`src/rtl/ram_arbiter_pkg.sv`:
```
// ram_arbiter_pkg: shared FSM/source types and width defaults
// for the data-RAM arbiter and its priority picker.
package ram_arbiter_pkg;

  localparam int DATA_WIDTH     = 8;
  localparam int BUS_WIDTH      = 8;
  localparam int STARVE_MAX_DEF = 4;
  localparam int CNT_W          = 4;

  typedef enum logic [1:0] {
    IDLE,
    ISSUE,
    WAIT,
    DONE
  } ArbState;

  typedef enum logic [1:0] {
    SRC_CORE_RD,
    SRC_CORE_WR,
    SRC_HOST
  } ArbSrc;

  function automatic logic [CNT_W-1:0] sat_inc(
    input logic [CNT_W-1:0] v,
    input logic [CNT_W-1:0] lim
  );
    return (v >= lim) ? lim : v + CNT_W'(1);
  endfunction

endpackage

```
`src/rtl/ram_arb_pick.sv`:
```
// ram_arb_pick: combinational winner select for the RAM arbiter.
// A starved host beats the core; otherwise core read > core write > host.
module ram_arb_pick
  import ram_arbiter_pkg::*;
#(
  parameter int STARVE_MAX = STARVE_MAX_DEF
) (
  input  logic             rd_req_i,
  input  logic             wr_req_i,
  input  logic             host_req_i,
  input  logic [CNT_W-1:0] starve_cnt_i,
  output ArbSrc            src_o,
  output logic             valid_o
);

  localparam logic [CNT_W-1:0] SMAX = CNT_W'(STARVE_MAX);

  logic host_forced;

  assign host_forced = host_req_i & (starve_cnt_i == SMAX);

  // first matching term wins
  always_comb begin
    src_o   = SRC_CORE_RD;
    valid_o = 1'b1;
    priority case (1'b1)
      host_forced: src_o = SRC_HOST;
      rd_req_i:    src_o = SRC_CORE_RD;
      wr_req_i:    src_o = SRC_CORE_WR;
      host_req_i:  src_o = SRC_HOST;
      default:     valid_o = 1'b0;
    endcase
  end

endmodule

```
`src/rtl/ram_arbiter.sv`:
```
// ram_arbiter: serialises core and host/debug accesses to one RAM port.
// Optional RAM_ARB_HOST_WP_EN refuses host writes while the core is active.
module ram_arbiter
  import ram_arbiter_pkg::*;
#(
  parameter int DATA_W     = DATA_WIDTH,
  parameter int ADDR_W     = BUS_WIDTH,
  parameter int STARVE_MAX = STARVE_MAX_DEF
) (
  input  logic              clk,
  input  logic              rstn,
  input  logic              core_rd_en,
  input  logic [ADDR_W-1:0] core_rd_addr,
  output logic [DATA_W-1:0] core_rd_data,
  output logic              core_rd_ack,
  input  logic              core_wr_en,
  input  logic [ADDR_W-1:0] core_wr_addr,
  input  logic [DATA_W-1:0] core_wr_data,
  output logic              core_wr_ack,
  output logic              core_stall,
  input  logic              host_req,
  input  logic              host_we,
  input  logic [ADDR_W-1:0] host_addr,
  input  logic [DATA_W-1:0] host_wdata,
  output logic [DATA_W-1:0] host_rdata,
  output logic              host_ack,
  output logic              mem_en,
  output logic              mem_we,
  output logic [ADDR_W-1:0] mem_addr,
  output logic [DATA_W-1:0] mem_wdata,
  input  logic [DATA_W-1:0] mem_rdata,
  input  logic              mem_busy
);

  localparam logic [CNT_W-1:0] SMAX = CNT_W'(STARVE_MAX);

  ArbState           state_q;
  ArbSrc             src_q;
  logic [CNT_W-1:0]  starve_q;
  logic [CNT_W-1:0]  starve_d;
  logic              mem_en_q;
  logic              mem_we_q;
  logic [ADDR_W-1:0] mem_addr_q;
  logic [DATA_W-1:0] mem_wdata_q;
  logic              rd_ack_q;
  logic              wr_ack_q;
  logic              host_ack_q;
  logic [DATA_W-1:0] rd_data_q;
  logic [DATA_W-1:0] host_rdata_q;
  ArbSrc             pick_src;
  logic              pick_vld;
  logic              host_refuse;

  ram_arb_pick #(
    .STARVE_MAX(STARVE_MAX)
  ) u_pick (
    .rd_req_i    (core_rd_en),
    .wr_req_i    (core_wr_en),
    .host_req_i  (host_req),
    .starve_cnt_i(starve_q),
    .src_o       (pick_src),
    .valid_o     (pick_vld)
  );

`ifdef RAM_ARB_HOST_WP_EN
  logic [CNT_W-1:0] idle_q;
  logic             core_act;

  assign core_act = core_rd_en | core_wr_en;

  // cycles since the core last asked, saturating at end of window
  always_ff @(posedge clk or negedge rstn) begin
    if (!rstn) begin
      idle_q <= '1;
    end else if (core_act) begin
      idle_q <= '0;
    end else if (idle_q != '1) begin
      idle_q <= idle_q + CNT_W'(1);
    end
  end

  assign host_refuse = host_we & (core_act | (idle_q != '1));
`else
  assign host_refuse = 1'b0;
`endif

  // consecutive core wins while the host waits
  always_comb begin
    starve_d = starve_q;
    if (!host_req) begin
      starve_d = '0;
    end else if (state_q == IDLE && pick_vld) begin
      if (pick_src == SRC_HOST) starve_d = '0;
      else                      starve_d = sat_inc(starve_q, SMAX);
    end
  end

  // access sequencer: arbitrate, strobe, wait out busy, ack
  always_ff @(posedge clk or negedge rstn) begin
    if (!rstn) begin
      state_q      <= IDLE;
      src_q        <= SRC_CORE_RD;
      starve_q     <= '0;
      mem_en_q     <= 1'b0;
      mem_we_q     <= 1'b0;
      mem_addr_q   <= '0;
      mem_wdata_q  <= '0;
      rd_ack_q     <= 1'b0;
      wr_ack_q     <= 1'b0;
      host_ack_q   <= 1'b0;
      rd_data_q    <= '0;
      host_rdata_q <= '0;
    end else begin
      starve_q   <= starve_d;
      mem_en_q   <= 1'b0;
      rd_ack_q   <= 1'b0;
      wr_ack_q   <= 1'b0;
      host_ack_q <= 1'b0;
      unique case (state_q)
        IDLE: begin
          if (pick_vld) begin
            src_q <= pick_src;
            unique case (pick_src)
              SRC_CORE_RD: begin
                mem_we_q   <= 1'b0;
                mem_addr_q <= core_rd_addr;
              end
              SRC_CORE_WR: begin
                mem_we_q    <= 1'b1;
                mem_addr_q  <= core_wr_addr;
                mem_wdata_q <= core_wr_data;
              end
              default: begin
                mem_we_q    <= host_we;
                mem_addr_q  <= host_addr;
                mem_wdata_q <= host_wdata;
              end
            endcase
            if (pick_src == SRC_HOST && host_refuse) begin
              host_rdata_q <= DATA_W'(8'hFF);
              host_ack_q   <= 1'b1;
              state_q      <= DONE;
            end else begin
              mem_en_q <= 1'b1;
              state_q  <= ISSUE;
            end
          end
        end
        ISSUE: begin
          state_q <= WAIT;
        end
        WAIT: begin
          if (!mem_busy) begin
            if (!mem_we_q) begin
              if (src_q == SRC_HOST) host_rdata_q <= mem_rdata;
              else                   rd_data_q    <= mem_rdata;
            end
            rd_ack_q   <= (src_q == SRC_CORE_RD);
            wr_ack_q   <= (src_q == SRC_CORE_WR);
            host_ack_q <= (src_q == SRC_HOST);
            state_q    <= DONE;
          end
        end
        DONE: begin
          state_q <= IDLE;
        end
      endcase
    end
  end

  assign mem_en       = mem_en_q;
  assign mem_we       = mem_we_q;
  assign mem_addr     = mem_addr_q;
  assign mem_wdata    = mem_wdata_q;
  assign core_rd_ack  = rd_ack_q;
  assign core_wr_ack  = wr_ack_q;
  assign host_ack     = host_ack_q;
  assign core_rd_data = rd_data_q;
  assign host_rdata   = host_rdata_q;
  assign core_stall   = (core_rd_en & ~rd_ack_q)
                      | (core_wr_en & ~wr_ack_q);

endmodule

```
`config.mk`:
```
export PLATFORM = sky130hd
export DESIGN_NAME = ram_arbiter
export DESIGN_NICKNAME = d
export VERILOG_FILES = /design/src/rtl/ram_arbiter_pkg.sv /design/src/rtl/ram_arb_pick.sv /design/src/rtl/ram_arbiter.sv
export SDC_FILE = /design/constraint.sdc
export NUM_CORES = 1
export LEC_CHECK = 0
export CORE_UTILIZATION = 42
export DETAILED_ROUTE_END_ITERATION = 12
export HOLD_SLACK_MARGIN = 0.05
export PLACE_DENSITY = 0.87
export SYNTH_ARGS = -nofsm -noshare
export SYNTH_HDL_FRONTEND = slang
export SYNTH_HIERARCHICAL = 1
export SYNTH_SLANG_ARGS = --single-unit
```
`constraint.sdc`:
```
create_clock -name clk -period 2.3 [get_ports clk]
set_input_delay 0.345 -clock clk [delete_from_list [all_inputs] [get_ports clk]]
set_output_delay 0.345 -clock clk [all_outputs]
set_load 0.01 [all_outputs]
```
== Yosys cells after proc, flatten, opt, wreduce, memory -nomap -nowiden ==
Cells that the tools add are included.

* Register bits: 45
* Input bits: 55
* Output and inout bits: 38
* Word-level logic and storage cells: 70

* $add $sub $neg: 1
* Order comparisons: 1
* Eq/ne operators: 11
* Multiplexer cells: 26
* Bitwise gates (word level): 10
* Reduce and logical (&&, ||, !) cells: 9

{| class="wikitable"
|+ Operators with widths
! operator !! count
|-
| $pmux 8 s2 || 2
|-
| $mux 4 || 4
|-
| $mux 1 || 12
|-
| $mux 2 || 6
|-
| $eq 2x2->1 const B || 4
|-
| $pmux 2 s4 || 1
|-
| $reduce_and 4->1 || 2
|-
| $eq 2x1->1 const B || 3
|-
| $logic_not 2->1 || 3
|-
| $not 1->1 || 6
|-
| $add 4x1->4 const B || 1
|-
| $eq 4x3->1 const B || 1
|-
| $ge 4x3->1 const B || 1
|-
| $ne 2x2->1 const B || 2
|-
| $reduce_and 2->1 || 2
|-
| $and 1x1->1 || 3
|-
| $reduce_and 3->1 || 1
|-
| $ne 2x1->1 const B || 1
|-
| $pmux 1 s2 || 1
|-
| $logic_and 1x1->1 || 1
|-
| $or 1x1->1 || 1
|}

== Logic depth before layout (Yosys ltp) ==
* Depth in word-level cells: 8
* Mapped depth: 7
* Mapped depth without buffers: 6

== Hierarchy ==
Netlist, hierarchy kept.

{| class="wikitable"
|+ By module, submodules not included
! module !! instances !! cells an instance !! area each (µm²) !! seq. area each (µm²)
|-
| ram_arbiter || 1 || 181 || 2,130.8 || 1,126.1
|-
| ram_arb_pick || 1 || 6 || 45.0 || 0.0
|}

== Worst setup path after synthesis ==
No wires, ideal clock.

* Path type: register to register
* Start: register starve_q[3]
* End: register mem_wdata_q[1] (netlist: mem_wdata[1])
* Library setup time: 0.130 ns
* Data arrival time: 1.469 ns
* Data required time: 2.170 ns
* Slack: 0.701 ns
* Cell stages (with the launch flop): 7
* Buffers on the path: 3
* Period minus slack after synthesis: 1.599 ns
* Cells stage by stage: dfrtp_1 o41a_1 buf_4 buf_2 buf_4 a31oi_1 o21ai_0

* Longest elaborated chain between the ends: 6
* Elaborated cells on any way between the ends: 9
* Those cells by class: 2 x eq/ne; 3 x mux; 2 x bitwise; 2 x reduce/logical

{| class="wikitable"
|+ Ends and longest elaborated chain
! item !! RTL line !! source
|-
| from (decl) || ram_arbiter.sv:39 || <nowiki>logic [CNT_W-1:0] starve_q;</nowiki>
|-
| from (signal assigned) || ram_arbiter.sv:114 || <nowiki>starve_q <= starve_d;</nowiki>
|-
| $eq 4x3->1 * || ram_arb_pick.sv:20 || <nowiki>assign host_forced = host_req_i & (starve_cnt_i == SMAX);</nowiki>
|-
| $and 1x1->1 * || ram_arb_pick.sv:20 ||
|-
| $mux 2 * || ram_arb_pick.sv:26 || <nowiki>priority case (1'b1)</nowiki>
|-
| named net pick_src[0] || ram_arbiter.sv:50 || <nowiki>ArbSrc pick_src;</nowiki>
|-
| branches (longest 3 deep; another with $pmux 8 s2) || - ||
|-
| to (signal assigned) || ram_arbiter.sv:131 || <nowiki>mem_wdata_q <= core_wr_data;</nowiki>
|-
| to (signal assigned) || ram_arbiter.sv:136 || <nowiki>mem_wdata_q <= host_wdata;</nowiki>
|-
| to (decl) || ram_arbiter.sv:44 || <nowiki>logic [DATA_W-1:0] mem_wdata_q;</nowiki>
|}

Mark *: on every way through the listed nets, which the timed path passes.
A chain may end at the register's enable or synchronous reset.

== Final worst setup path ==
* Start: input port host_req
* End: register mem_wdata_q[1] (netlist: mem_wdata[1])

* Elaborated cells on any way between the ends: 14
* Those cells by class: 1 x eq/ne; 9 x mux; 2 x bitwise; 2 x reduce/logical

{| class="wikitable"
|+ RTL lines
! item !! RTL line !! source
|-
| from (decl) || ram_arbiter.sv:21 || <nowiki>input logic host_req,</nowiki>
|-
| $and 1x1->1 * || ram_arb_pick.sv:20 ||
|-
| $mux 2 * || ram_arb_pick.sv:26 ||
|-
| named net pick_src[0] || ram_arbiter.sv:50 ||
|-
| branches (longest 3 deep; another with $pmux 8 s2) || - ||
|}

Marks and branches as above.

==> metrics.md <==
| Metric | Value |
|---|---|
| Power, Total | 3.56 mW |
| Diodes inserted | 0 |
| Root Driver | clkbuf_8 |
| WP data required | about 2500 ps |
| Outcome | finished, final reports clean |
| Vias | approximately 1800 |
| Non-Filler Instances | 351 |
| Chip width | 74.0 µm |
| Critical path startpoint | host_req |
| Number of vias per cell | 5.14 |
| Clock latency on the worst-skew pair | 300 ps |
| Core Area | 0.00485 mm² |
| R2R depth | 7 |
| Dpl cell area | 0.00319 mm² |
| Crit path time final | 2090 ps |
| # rows | 25 |
| Number of top-level pins | 93 |
| Post-synth top area share | about half |
| Seq/Total Area, Yosys | 51.8% |
| WP data arrival | 2300 ps |
| Reg2Reg Launch Point | starve_q[2] |
| Max Cap Viol | 0 |
| Yosys warns | 6 |
| Fin area | 0.00328 mm² |
| Top post-synthesis cells by area | dfrtp_1, mux2_2, mux2_4, mux2i_1, o21ai_0 |
| Placed insts | between 300 and 400 |
| # nets final | 342 |
| Asr flop ratio synth | 100% |
| DRT antenna net count | 0 |
| Number of post-CTS setup repair buffers | 0 |
| WHS | around 110 ps |
| TritonCTS buffer count | 5 |
| Final setup TNS | 0 ps |
| Clock Skew | 5.29 ps |
| Area growth from synthesis to layout | 50.9% |
| Vias in the first global route | 1862 |
| Fmax | 479 MHz |
| Post-Syn Area per Cell | 11.6 µm² |
| Yosys reg bits | 45 |
| Die Span Y | 74.0 µm |
| Final Max Slew Viols | 0 |
| Post-Syn Instances | 187 |
| Crit end category | register |
| Starting Density | around 45% |
| EDFF count, synth | 0 |
| DP Worst Slack | -228 ps |
| Die area | 0.00547 mm² |
| Cell leakage power | 1.40 nW |
| Antenna violations before repair | 0 |
| Unique masters post-synth | 36 |
| Overall routing resource usage | around a fifth |
| Worst relative slew slack | just over 50% |
| Synth Flop Type | dfrtp_1 |
| Crit path kind | primary input to register |
| Post-CTS Hold Fix Bufs | 0 |
| H-tree Lvls | 2 |
| HPWL after DPL | 4020 µm |
| Top post-synthesis cells by count | dfrtp_1, nand2_1, mux2_2 |
| RSZ-0062 raised after global routing | no |
| Layout cells sized above 1 | between 10% and 20% |
| Synth area leader | dfrtp_1 |
| Max rail drop VDD | 0.469 mV |
| CTS sink count | 45 |
| PwrDens | about 1100 mW/mm² |
| Routability cong. | 0.711 |
| Post-layout util | around 68% |
| First-pass GRT wire length | 8580 µm |
| Global route total overflow | 0 |
| PortBufs | 92 |
| Hold Fails Final Rpt | 0 |
| Fin crit share | 90.8% |
| Netlist Area Pre-Place | about 0.0022 mm² |
| Setup Viol. Count Final | 0 |
| Buffer depth of the longest clock path | 2 |
| Initial DRC count | between 90 and 100 |
| First-pass detailed-route iteration total | 4 |
| Filler cells | about 360 |
| Residual DRC | 0 |
| Setup crit start kind | primary input |
| Total Wirelength | 5330 µm |
| Synthesized Nets | 246 |
| Largest net degree at the start of global routing | 46 |
| Worst-path fanout max | 16 |
| Routed length per instance | approximately 15 µm |
| Count leader, synth | dfrtp_1 |
| HP Class | primary input to async pin |
| CTS tree | built |
| Worst slew pin tran | about 730 ps |
| Worst setup margin | 211 ps |
| Post-cts resize count | 0 |
| Clock slew at reported path FFs | 80 ps |
[state kept, by name (all words and copies together) (netlist names)]
signal        cells
core_rd_ack       1
core_rd_data      8
core_wr_ack       1
host_ack          1
host_rdata        8
mem_addr          8
mem_en            1
mem_wdata         8
mem_we            1
src_q             2
starve_q          4
state_q           2
[path summary, 6_finish.rpt]
| check | endpoint | slack, ps |
|---|---|---|
| worst max-delay path | mem_wdata[1] | 210 |
| worst min-delay path | host_rdata[3] | 110 |
| worst max register to register | mem_wdata[1] | 310 |
| worst min register to register | mem_addr[5] | 480 |
| max in group asynchronous | mem_wdata[4] | 1780 |
| min in group clk | mem_addr[5] | 480 |
[worst max-delay path, stage by stage]
cell	delay, ps
clkdlybuf4s50_1	480
nand2_1	100
buf_4	140
o41a_1	550
buf_4	300
nor2b_1	130
a31oi_1	50
o21ai_0	200
[report_power, final]
part           switching [mW]  total [mW]  leakage (nW)  internal [mW]
Clock                   0.259       0.470        0.0450          0.211
Sequential              0.229        1.36         0.549           1.13
Combinational           0.701        1.73         0.807           1.03
[cell type report]
class | count | area [µm²] | share of cell area [%]
Clock buffer | 6 | 72.6 | 2.21
Clock inverter | 2 | 10.0 | 0.305
Inverter | 5 | 18.8 | 0.572
Multi-Input combinational cell | 126 | 983 | 30.0
Sequential cell | 45 | 1130 | 34.3
Tap cell | 67 | 83.8 | 2.55
Timing Repair Buffer | 100 | 988 | 30.1
[cell usage in the layout, fill, tap and decap left out, types with 2 or more instances in the layout]
| cell | instances |
|---|---|
| a21boi_0 | 2 |
| nand2b_1 | 3 |
| clkdlybuf4s50_1 | 91 |
| buf_4 | 7 |
| mux2i_1 | 9 |
| mux2_2 | 17 |
| nand2_1 | 19 |
| a31oi_1 | 8 |
| nor2b_1 | 10 |
| nor2_1 | 4 |
| a22oi_1 | 8 |
| o21ai_0 | 16 |
| and3_1 | 2 |
| clkinv_2 | 2 |
| ha_1 | 4 |
| clkbuf_8 | 5 |
| inv_1 | 5 |
| dfrtp_1 | 45 |
| mux2_4 | 8 |
[kinds of logic (layout without fill, tap and decap cells)]
group           Yosys count  count (layout)  synth area share, %
compound gates           41              41                 12.1
fa+ha+maj                 4               4                 2.30
flops                    45              45                 51.8
buf+inv                  16             113                 3.91
mux                      34              34                 18.5
simple gates             47              47                 11.4
[routing by layer]
metal  share of wire [%]  GRT usage, %  vias up
met4                 1.3          8.97        0
met5                   0             0        -
met1                  38          24.3      884
met2                  55          36.4       56
li1                    -             -      857
met3                 5.7          6.37        6
(Power assumes the default switching activity.)
